### config.mk
export PLATFORM = sky130hd
export DESIGN_NAME = sc_load_controller_flat
export DESIGN_NICKNAME = d
export VERILOG_FILES = /design/src/rtl/sc_load_controller_if.sv /design/src/rtl/sc_load_controller.sv /design/src/flat_wrapper.sv
export SDC_FILE = /design/constraint.sdc
export NUM_CORES = 2
export LEC_CHECK = 0
export BUFFER_PORTS_ARGS = -buffer_cell sky130_fd_sc_hd__clkbuf_2
export CAP_MARGIN = 40
export CELL_PAD_IN_SITES_DETAIL_PLACEMENT = 0
export CELL_PAD_IN_SITES_GLOBAL_PLACEMENT = 2
export CORE_AREA = 2 2 647 649
export DETAILED_ROUTE_END_ITERATION = 8
export DIE_AREA = 0 0 649 651
export HOLD_SLACK_MARGIN = 0.15
export PLACE_DENSITY = 0.44
export SKIP_LAST_GASP = 1
export SYNTH_ARGS = -nofsm -noshare
export SYNTH_HDL_FRONTEND = slang
export SYNTH_SLANG_ARGS = --single-unit
### constraint.sdc
create_clock -name clk -period 3.7 [get_ports clk]
set_clock_uncertainty 0.05 [all_clocks]
set_input_delay 0.185 -clock clk [delete_from_list [all_inputs] [get_ports clk]]
set_output_delay 0.185 -clock clk [all_outputs]
set_load 0.01 [all_outputs]
### src/rtl/sc_load_controller_if.sv
// Host / transmitter / readback signal bundle for the slow-control load controller.
// master = host + transmitter side, slave = controller.
interface sc_load_controller_if #(
    parameter int FRAME_LEN = 829,
    parameter int MAX_RETRY = 3
);
    localparam int RW = $clog2(MAX_RETRY + 1);

    logic                 host_req;
    logic [FRAME_LEN-1:0] host_frame;
    logic                 host_ack;
    logic                 refresh_en;
    logic                 tx_start;
    logic [FRAME_LEN-1:0] tx_frame;
    logic                 q_sc;
    logic                 busy;
    logic                 done;
    logic                 err;
    logic [RW-1:0]        retry_cnt;

    modport master (
        output host_req, host_frame, refresh_en, q_sc,
        input  host_ack, tx_start, tx_frame, busy, done, err, retry_cnt
    );

    modport slave (
        input  host_req, host_frame, refresh_en, q_sc,
        output host_ack, tx_start, tx_frame, busy, done, err, retry_cnt
    );
endinterface

### src/rtl/sc_load_controller.sv
// Sequences MAROC slow-control loads (host or periodic refresh) with optional readback verify and bounded retry.
// Latency: host_ack (comb, IDLE) -> done 2*(TX_LATENCY+FRAME_LEN)+4 cycles with verify, no retry.
// Backpressure: host_req is held off while busy and acknowledged on the first IDLE cycle.
module sc_load_controller #(
    parameter int FRAME_LEN      = 829,
    parameter int TX_LATENCY     = 1,
    parameter bit VERIFY         = 1'b1,
    parameter int MAX_RETRY      = 3,
    parameter int REFRESH_PERIOD = 5000000
) (
    input  logic            clk,
    input  logic            rstn,
    sc_load_controller_if.slave sc
);
    localparam int WIN  = TX_LATENCY + FRAME_LEN;
    localparam int BW   = $clog2(WIN + 1);
    localparam int REFW = $clog2(REFRESH_PERIOD + 1);
    localparam int RW   = $clog2(MAX_RETRY + 1);

    typedef enum logic [2:0] {
        S_IDLE, S_START, S_LOAD, S_VSTART, S_VERIFY, S_CHECK
    } state_t;

    state_t               r_state, w_next;
    logic [BW-1:0]        r_bit_cnt;
    logic [REFW-1:0]      r_ref_cnt;
    logic [RW-1:0]        r_retry;
    logic [FRAME_LEN-1:0] r_shadow;
    logic [FRAME_LEN-1:0] r_readback;
    logic                 r_cfg_valid;
    logic                 r_done;
    logic                 r_err;

    logic w_host_go, w_ref_go, w_win_end, w_match, w_can_retry;

    assign w_host_go   = (r_state == S_IDLE) && sc.host_req;
    assign w_ref_go    = (r_state == S_IDLE) && !sc.host_req && sc.refresh_en && r_cfg_valid
                         && (r_ref_cnt == REFW'(REFRESH_PERIOD - 1));
    assign w_win_end   = (r_bit_cnt == BW'(WIN - 1));
    assign w_match     = (r_readback == r_shadow);
    assign w_can_retry = (r_retry < RW'(MAX_RETRY));

    always_comb begin
        w_next = r_state;
        case (r_state)
            S_IDLE:   if (w_host_go || w_ref_go) w_next = S_START;
            S_START:  w_next = S_LOAD;
            S_LOAD:   if (w_win_end) w_next = VERIFY ? S_VSTART : S_IDLE;
            S_VSTART: w_next = S_VERIFY;
            S_VERIFY: if (w_win_end) w_next = S_CHECK;
            S_CHECK:  w_next = (!w_match && w_can_retry) ? S_START : S_IDLE;
            default:  w_next = S_IDLE;
        endcase
    end

    always_ff @(posedge clk or negedge rstn) begin
        if (!rstn) begin
            r_state     <= S_IDLE;
            r_bit_cnt   <= '0;
            r_ref_cnt   <= '0;
            r_retry     <= '0;
            r_shadow    <= '0;
            r_readback  <= '0;
            r_cfg_valid <= 1'b0;
            r_done      <= 1'b0;
            r_err       <= 1'b0;
        end else begin
            r_state <= w_next;
            r_done  <= 1'b0;

            // Counts idle cycles only; any exit from IDLE restarts the refresh interval.
            if (r_state != S_IDLE || !sc.refresh_en || w_host_go || w_ref_go)
                r_ref_cnt <= '0;
            else
                r_ref_cnt <= r_ref_cnt + REFW'(1);

            if (w_host_go) begin
                r_shadow <= sc.host_frame;
                r_err    <= 1'b0;
            end
            if (w_host_go || w_ref_go)
                r_retry <= '0;

            if (r_state == S_START || r_state == S_VSTART)
                r_bit_cnt <= '0;
            else if (r_state == S_LOAD || r_state == S_VERIFY)
                r_bit_cnt <= r_bit_cnt + BW'(1);

            // First frame bit arrives TX_LATENCY cycles into the window; capture LSB-first.
            if (r_state == S_VERIFY && r_bit_cnt >= BW'(TX_LATENCY))
                r_readback <= {sc.q_sc, r_readback[FRAME_LEN-1:1]};

            if (r_state == S_LOAD && w_win_end && !VERIFY) begin
                r_done      <= 1'b1;
                r_cfg_valid <= 1'b1;
            end

            if (r_state == S_CHECK) begin
                if (w_match) begin
                    r_done      <= 1'b1;
                    r_cfg_valid <= 1'b1;
                end else if (w_can_retry) begin
                    r_retry <= r_retry + RW'(1);
                end else begin
                    r_err       <= 1'b1;
                    r_done      <= 1'b1;
                    r_cfg_valid <= 1'b0;
                end
            end
        end
    end

    // Reset gating keeps host_ack low while rstn is asserted.
    assign sc.host_ack  = w_host_go && rstn;
    assign sc.tx_start  = (r_state == S_START) || (r_state == S_VSTART);
    assign sc.tx_frame  = r_shadow;
    assign sc.busy      = (r_state != S_IDLE);
    assign sc.done      = r_done;
    assign sc.err       = r_err;
    assign sc.retry_cnt = r_retry;
endmodule

### src/flat_wrapper.sv
// flat-port wrapper written by rule: the top's interface ports become plain ports
module sc_load_controller_flat 
#(
    parameter int FRAME_LEN      = 829,
    parameter int TX_LATENCY     = 1,
    parameter bit VERIFY         = 1'b1,
    parameter int MAX_RETRY      = 3,
    parameter int REFRESH_PERIOD = 5000000
)
  (clk, rstn, sc_host_req, sc_host_frame, sc_refresh_en, sc_q_sc, sc_host_ack, sc_tx_start, sc_tx_frame, sc_busy, sc_done, sc_err, sc_retry_cnt);
  sc_load_controller_if #(.FRAME_LEN(FRAME_LEN), .MAX_RETRY(MAX_RETRY)) sc_i ();
  input  logic clk;
  input  logic rstn;
  input wire logic [$bits(sc_i.host_req)-1:0] sc_host_req;
  input wire logic [$bits(sc_i.host_frame)-1:0] sc_host_frame;
  input wire logic [$bits(sc_i.refresh_en)-1:0] sc_refresh_en;
  input wire logic [$bits(sc_i.q_sc)-1:0] sc_q_sc;
  output wire logic [$bits(sc_i.host_ack)-1:0] sc_host_ack;
  output wire logic [$bits(sc_i.tx_start)-1:0] sc_tx_start;
  output wire logic [$bits(sc_i.tx_frame)-1:0] sc_tx_frame;
  output wire logic [$bits(sc_i.busy)-1:0] sc_busy;
  output wire logic [$bits(sc_i.done)-1:0] sc_done;
  output wire logic [$bits(sc_i.err)-1:0] sc_err;
  output wire logic [$bits(sc_i.retry_cnt)-1:0] sc_retry_cnt;
  assign sc_i.host_req = sc_host_req;
  assign sc_i.host_frame = sc_host_frame;
  assign sc_i.refresh_en = sc_refresh_en;
  assign sc_i.q_sc = sc_q_sc;
  assign sc_host_ack = sc_i.host_ack;
  assign sc_tx_start = sc_i.tx_start;
  assign sc_tx_frame = sc_i.tx_frame;
  assign sc_busy = sc_i.busy;
  assign sc_done = sc_i.done;
  assign sc_err = sc_i.err;
  assign sc_retry_cnt = sc_i.retry_cnt;
  sc_load_controller #(.FRAME_LEN(FRAME_LEN), .TX_LATENCY(TX_LATENCY), .VERIFY(VERIFY), .MAX_RETRY(MAX_RETRY), .REFRESH_PERIOD(REFRESH_PERIOD)) u_core (.clk(clk), .rstn(rstn), .sc(sc_i));
endmodule
==> impl_summary.log <==
INFO  metric outcome = finished, final reports clean
INFO  metric synth-edff-count = 0
INFO  metric globalRoute.totalOverflow = 0
INFO  metric gr-usage-all-layers = 25.88%
INFO  metric unrepaired_setup_endpoints_after_global_routing = false
INFO  metric antenna_violations_before_repair = 167
INFO  metric cts_root_buf = sky130_fd_sc_hd__clkbuf_16
INFO  metric ctsHtreeMaxLevel = 4
INFO  metric timing.final.max_slew_violations = 0
INFO  metric power_leakage = 56.47 nW
INFO  metric detail-route-antenna-nets = 0
INFO  metric drt_iter0_drc = 3947
INFO  metric peakVddDrop = 416.3 uV
INFO  metric fp.dieH = 651 um
INFO  metric worst_setup_path_end_kind = flop
INFO  metric max_freq = 0.2710 GHz
INFO  metric ioPinCount = 1670
INFO  metric synth_common_cells = 1699 x sky130_fd_sc_hd__dfrtp_1, 1361 x sky130_fd_sc_hd__mux2_2, 645 x sky130_fd_sc_hd__xnor2_1
INFO  metric clkTransAtPathRegs = 0.06 ns
INFO  metric hold_path_class = in2async
INFO  metric power = 0.04477 W
INFO  metric maximum_number_of_pins_on_one_net_before_global_route_repair = 98
INFO  metric area_growth_syn_to_fin = 60.56%
INFO  metric cell_total_after_placement = 12440
INFO  metric clock_tree_from_tritoncts = built
INFO  metric number_of_non_filler_instances_in_the_completed_layout = 14660
INFO  metric synth.largest_area_cell = sky130_fd_sc_hd__dfrtp_1
INFO  metric first_global_vias = 63320
INFO  metric timing.setup.tns = 0 ns
INFO  metric fin_crit_sh = 99.73%
INFO  metric detailedPlacementHpwl = 478600 um
INFO  metric rows = 237
INFO  metric postLayoutCoreUtil = 27.97%
INFO  metric crit_required = 4.46 ns
INFO  metric cp_max_fo = 2
INFO  metric powerDensity = 385.2 nW/um^2
INFO  metric critPathArrivalTime = 4.45 ns
INFO  metric mappedNetlistNets = 5883
INFO  metric place.port_buffers = 1669
INFO  metric crit_path_start_kind = flop
INFO  metric synthDominantCellAreaShare = 58.74%
INFO  metric drt_wl_total = 560300 um
INFO  metric routed-via-count = 60320
INFO  metric synth_cell_type_count = 47
INFO  metric timing.final.hold_violations = 0
INFO  metric clkLatencyLatePin = 0.96 ns
INFO  metric timing.slew.headroom = 33.82%
INFO  metric x_dimension_of_the_die = 649 um
INFO  metric post_synth_main_area_contributors = sky130_fd_sc_hd__dfrtp_1 59%, sky130_fd_sc_hd__mux2_2 21%, sky130_fd_sc_hd__xnor2_1 7.8%
INFO  metric initial_utilization = 17.42%
INFO  metric drt-wirelength-per-cell = 38.22 um
INFO  metric vias_per_cell = 4.115
INFO  metric floorplan.core_area = 415400 um^2
INFO  metric register_bit_count_reported_by_yosys = 1699
INFO  metric grt_pass1_wl = 705800 um
INFO  metric cts.path.max_buffers = 4
INFO  metric r2r.worst_path.cells = 12
INFO  metric final_routed_drc_violation_total = 0
INFO  metric globalplace.congestion = 0.8966
INFO  metric synth_cells = 5044
INFO  metric synthesis.area_per_instance = 14.35 um^2
INFO  metric synth-seq-area-share = 58.74%
INFO  metric postSynth.topFlopCell = sky130_fd_sc_hd__dfrtp_1
INFO  metric synth.most_common_cell = sky130_fd_sc_hd__dfrtp_1
INFO  metric cts.sink_count = 1699
INFO  metric final_layout_size_suffix_gt1_share = 42.74%
INFO  metric inserted_clock_buffers = 227
INFO  metric async_reset_ff_share = 100.0%
INFO  metric timing.final.setup_violations = 0
INFO  metric drt_pass1_iterations = 5
INFO  metric post_synth_instance_area = 72380 um^2
INFO  metric drv_cap = 0
INFO  metric design.die.area = 422500 um^2
INFO  metric post-cts-setup-buffers = 0
INFO  metric nets = 9742
INFO  metric critPathKind = reg2reg
INFO  metric synth.yosys.warnings = 0
INFO  metric max_slew.worst_pin.slew = 0.9893 ns
INFO  metric min_period = 3.690 ns
-- report_power, final --
| group | switching, W | internal, W | total (W) |
|---|---|---|---|
| registers | 0 | 0.0186 | 0.0186 |
| logic | 0.00104 | 0.00152 | 0.00257 |
| clock network | 0.00977 | 0.0138 | 0.0236 |
| total | 0.0108 | 0.0340 | 0.0448 |
-- sequential cells by signal (all words and copies together), names as in the netlist --
register and flops:
u_core.r_cfg_valid 1, u_core.r_state 3, u_core.sc.done 1, u_core.sc.tx_frame 829
u_core.r_readback 829, u_core.sc.retry_cnt 2, u_core.sc.err 1, u_core.r_bit_cnt 10
u_core.r_ref_cnt 23
-- cell families after synthesis --
| family | Yosys count | synth area share (%) |
|---|---|---|
| AOI/OAI and AO/OA | 191 | 1.722 |
| and+or+nand+nor | 507 | 3.834 |
| DFF | 1699 | 58.74 |
| buffers and inverters | 298 | 1.813 |
| muxes | 1576 | 24.51 |
| xor gates and xnor gates | 768 | 9.293 |
| adders and majority gates | 5 | 0.08643 |
-- per-layer routing --
| metal | global-route usage, % | vias up | wire length, um |
|---|---|---|---|
| li1 | - | 25800 | - |
| met1 | 30.47 | 31910 | 222900 |
| met2 | 45.96 | 1893 | 279900 |
| met3 | 6.035 | 664 | 32940 |
| met4 | 8.723 | 60 | 24090 |
| met5 | 0 | - | 397 |
-- final timing paths --
path	from	end	slack (ns)
max in group asynchronous	rstn	u_core.sc.tx_frame[103]	2.40
min in group clk	sc_host_frame[436]	u_core.sc.tx_frame[436]	0.19
min	rstn	u_core.sc.tx_frame[371]	0.15
max reg2reg	u_core.sc.tx_frame[471]	u_core.sc.retry_cnt[0]	0.01
max	u_core.sc.tx_frame[471]	u_core.sc.retry_cnt[0]	0.01
min reg2reg	u_core.r_ref_cnt[0]	u_core.r_ref_cnt[0]	0.43
-- timing repair --
item / CTS / global route
hold buffers: 1731 / 0
hold endpoints to repair: 2079 / 0
pin swaps: 9 / 9
setup endpoints to repair: 6 / 6
gates resized for setup: 28 / 7
-- layout make-up --
| class | instances | area [um^2] |
|---|---|---|
| antenna | 77 | 192.7 |
| clock buffer | 325 | 6599 |
| clock inverter | 87 | 1190 |
| fill | 43480 | 299200 |
| inverter | 96 | 360.3 |
| multi-input combinational | 3047 | 28920 |
| sequential | 1699 | 42520 |
| tap | 5497 | 6878 |
| timing repair buffer | 3832 | 29560 |
-- worst max-delay path: stages (launching register included) --
cell and delay [ns]:
sky130_fd_sc_hd__dfrtp_2 0.46, sky130_fd_sc_hd__xnor2_2 0.22, sky130_fd_sc_hd__buf_6 0.19, sky130_fd_sc_hd__nand4_1 0.55
sky130_fd_sc_hd__nor4_2 0.44, sky130_fd_sc_hd__buf_2 0.22, sky130_fd_sc_hd__nand4_1 0.20, sky130_fd_sc_hd__buf_6 0.20
sky130_fd_sc_hd__nor4_4 0.13, sky130_fd_sc_hd__buf_4 0.16, sky130_fd_sc_hd__nand4_4 0.18, sky130_fd_sc_hd__o21ai_4 0.24
sky130_fd_sc_hd__mux2i_1 0.24
-- stage by stage --
stage	instance area [um^2]	hold slack [ns]	setup slack, ns
after CTS	116000	0.1530	0.009007
after global routing	116100	0.1753	0.002873
after floorplan	72380	-0.1606	1.354
final	116200	0.1547	0.01003
after global placement	90480	0.1902	-1.512
after detailed placement	90680	0.1864	-0.4784
-- placed cells by master, fill, tap and decap left out, types with 16 or more instances in the layout --
cell type,n
sky130_fd_sc_hd__nor4_1,73
sky130_fd_sc_hd__diode_2,77
sky130_fd_sc_hd__mux2_1,211
sky130_fd_sc_hd__xnor2_2,25
sky130_fd_sc_hd__clkbuf_16,227
sky130_fd_sc_hd__nor2_1,45
sky130_fd_sc_hd__nand2_1,113
sky130_fd_sc_hd__clkbuf_8,55
sky130_fd_sc_hd__nand3_1,16
sky130_fd_sc_hd__clkbuf_2,1668
sky130_fd_sc_hd__buf_4,378
sky130_fd_sc_hd__xor2_1,121
sky130_fd_sc_hd__inv_1,96
sky130_fd_sc_hd__mux2_2,1361
sky130_fd_sc_hd__o22ai_1,28
sky130_fd_sc_hd__clkbuf_1,43
sky130_fd_sc_hd__clkinv_2,45
sky130_fd_sc_hd__buf_12,48
sky130_fd_sc_hd__dfrtp_1,1696
sky130_fd_sc_hd__o21ai_0,90
sky130_fd_sc_hd__nand4_1,182
sky130_fd_sc_hd__nor2b_1,23
sky130_fd_sc_hd__dlygate4sd3_1,1730
sky130_fd_sc_hd__bufinv_16,21
sky130_fd_sc_hd__xnor2_1,618
(Power assumes the default switching activity.)
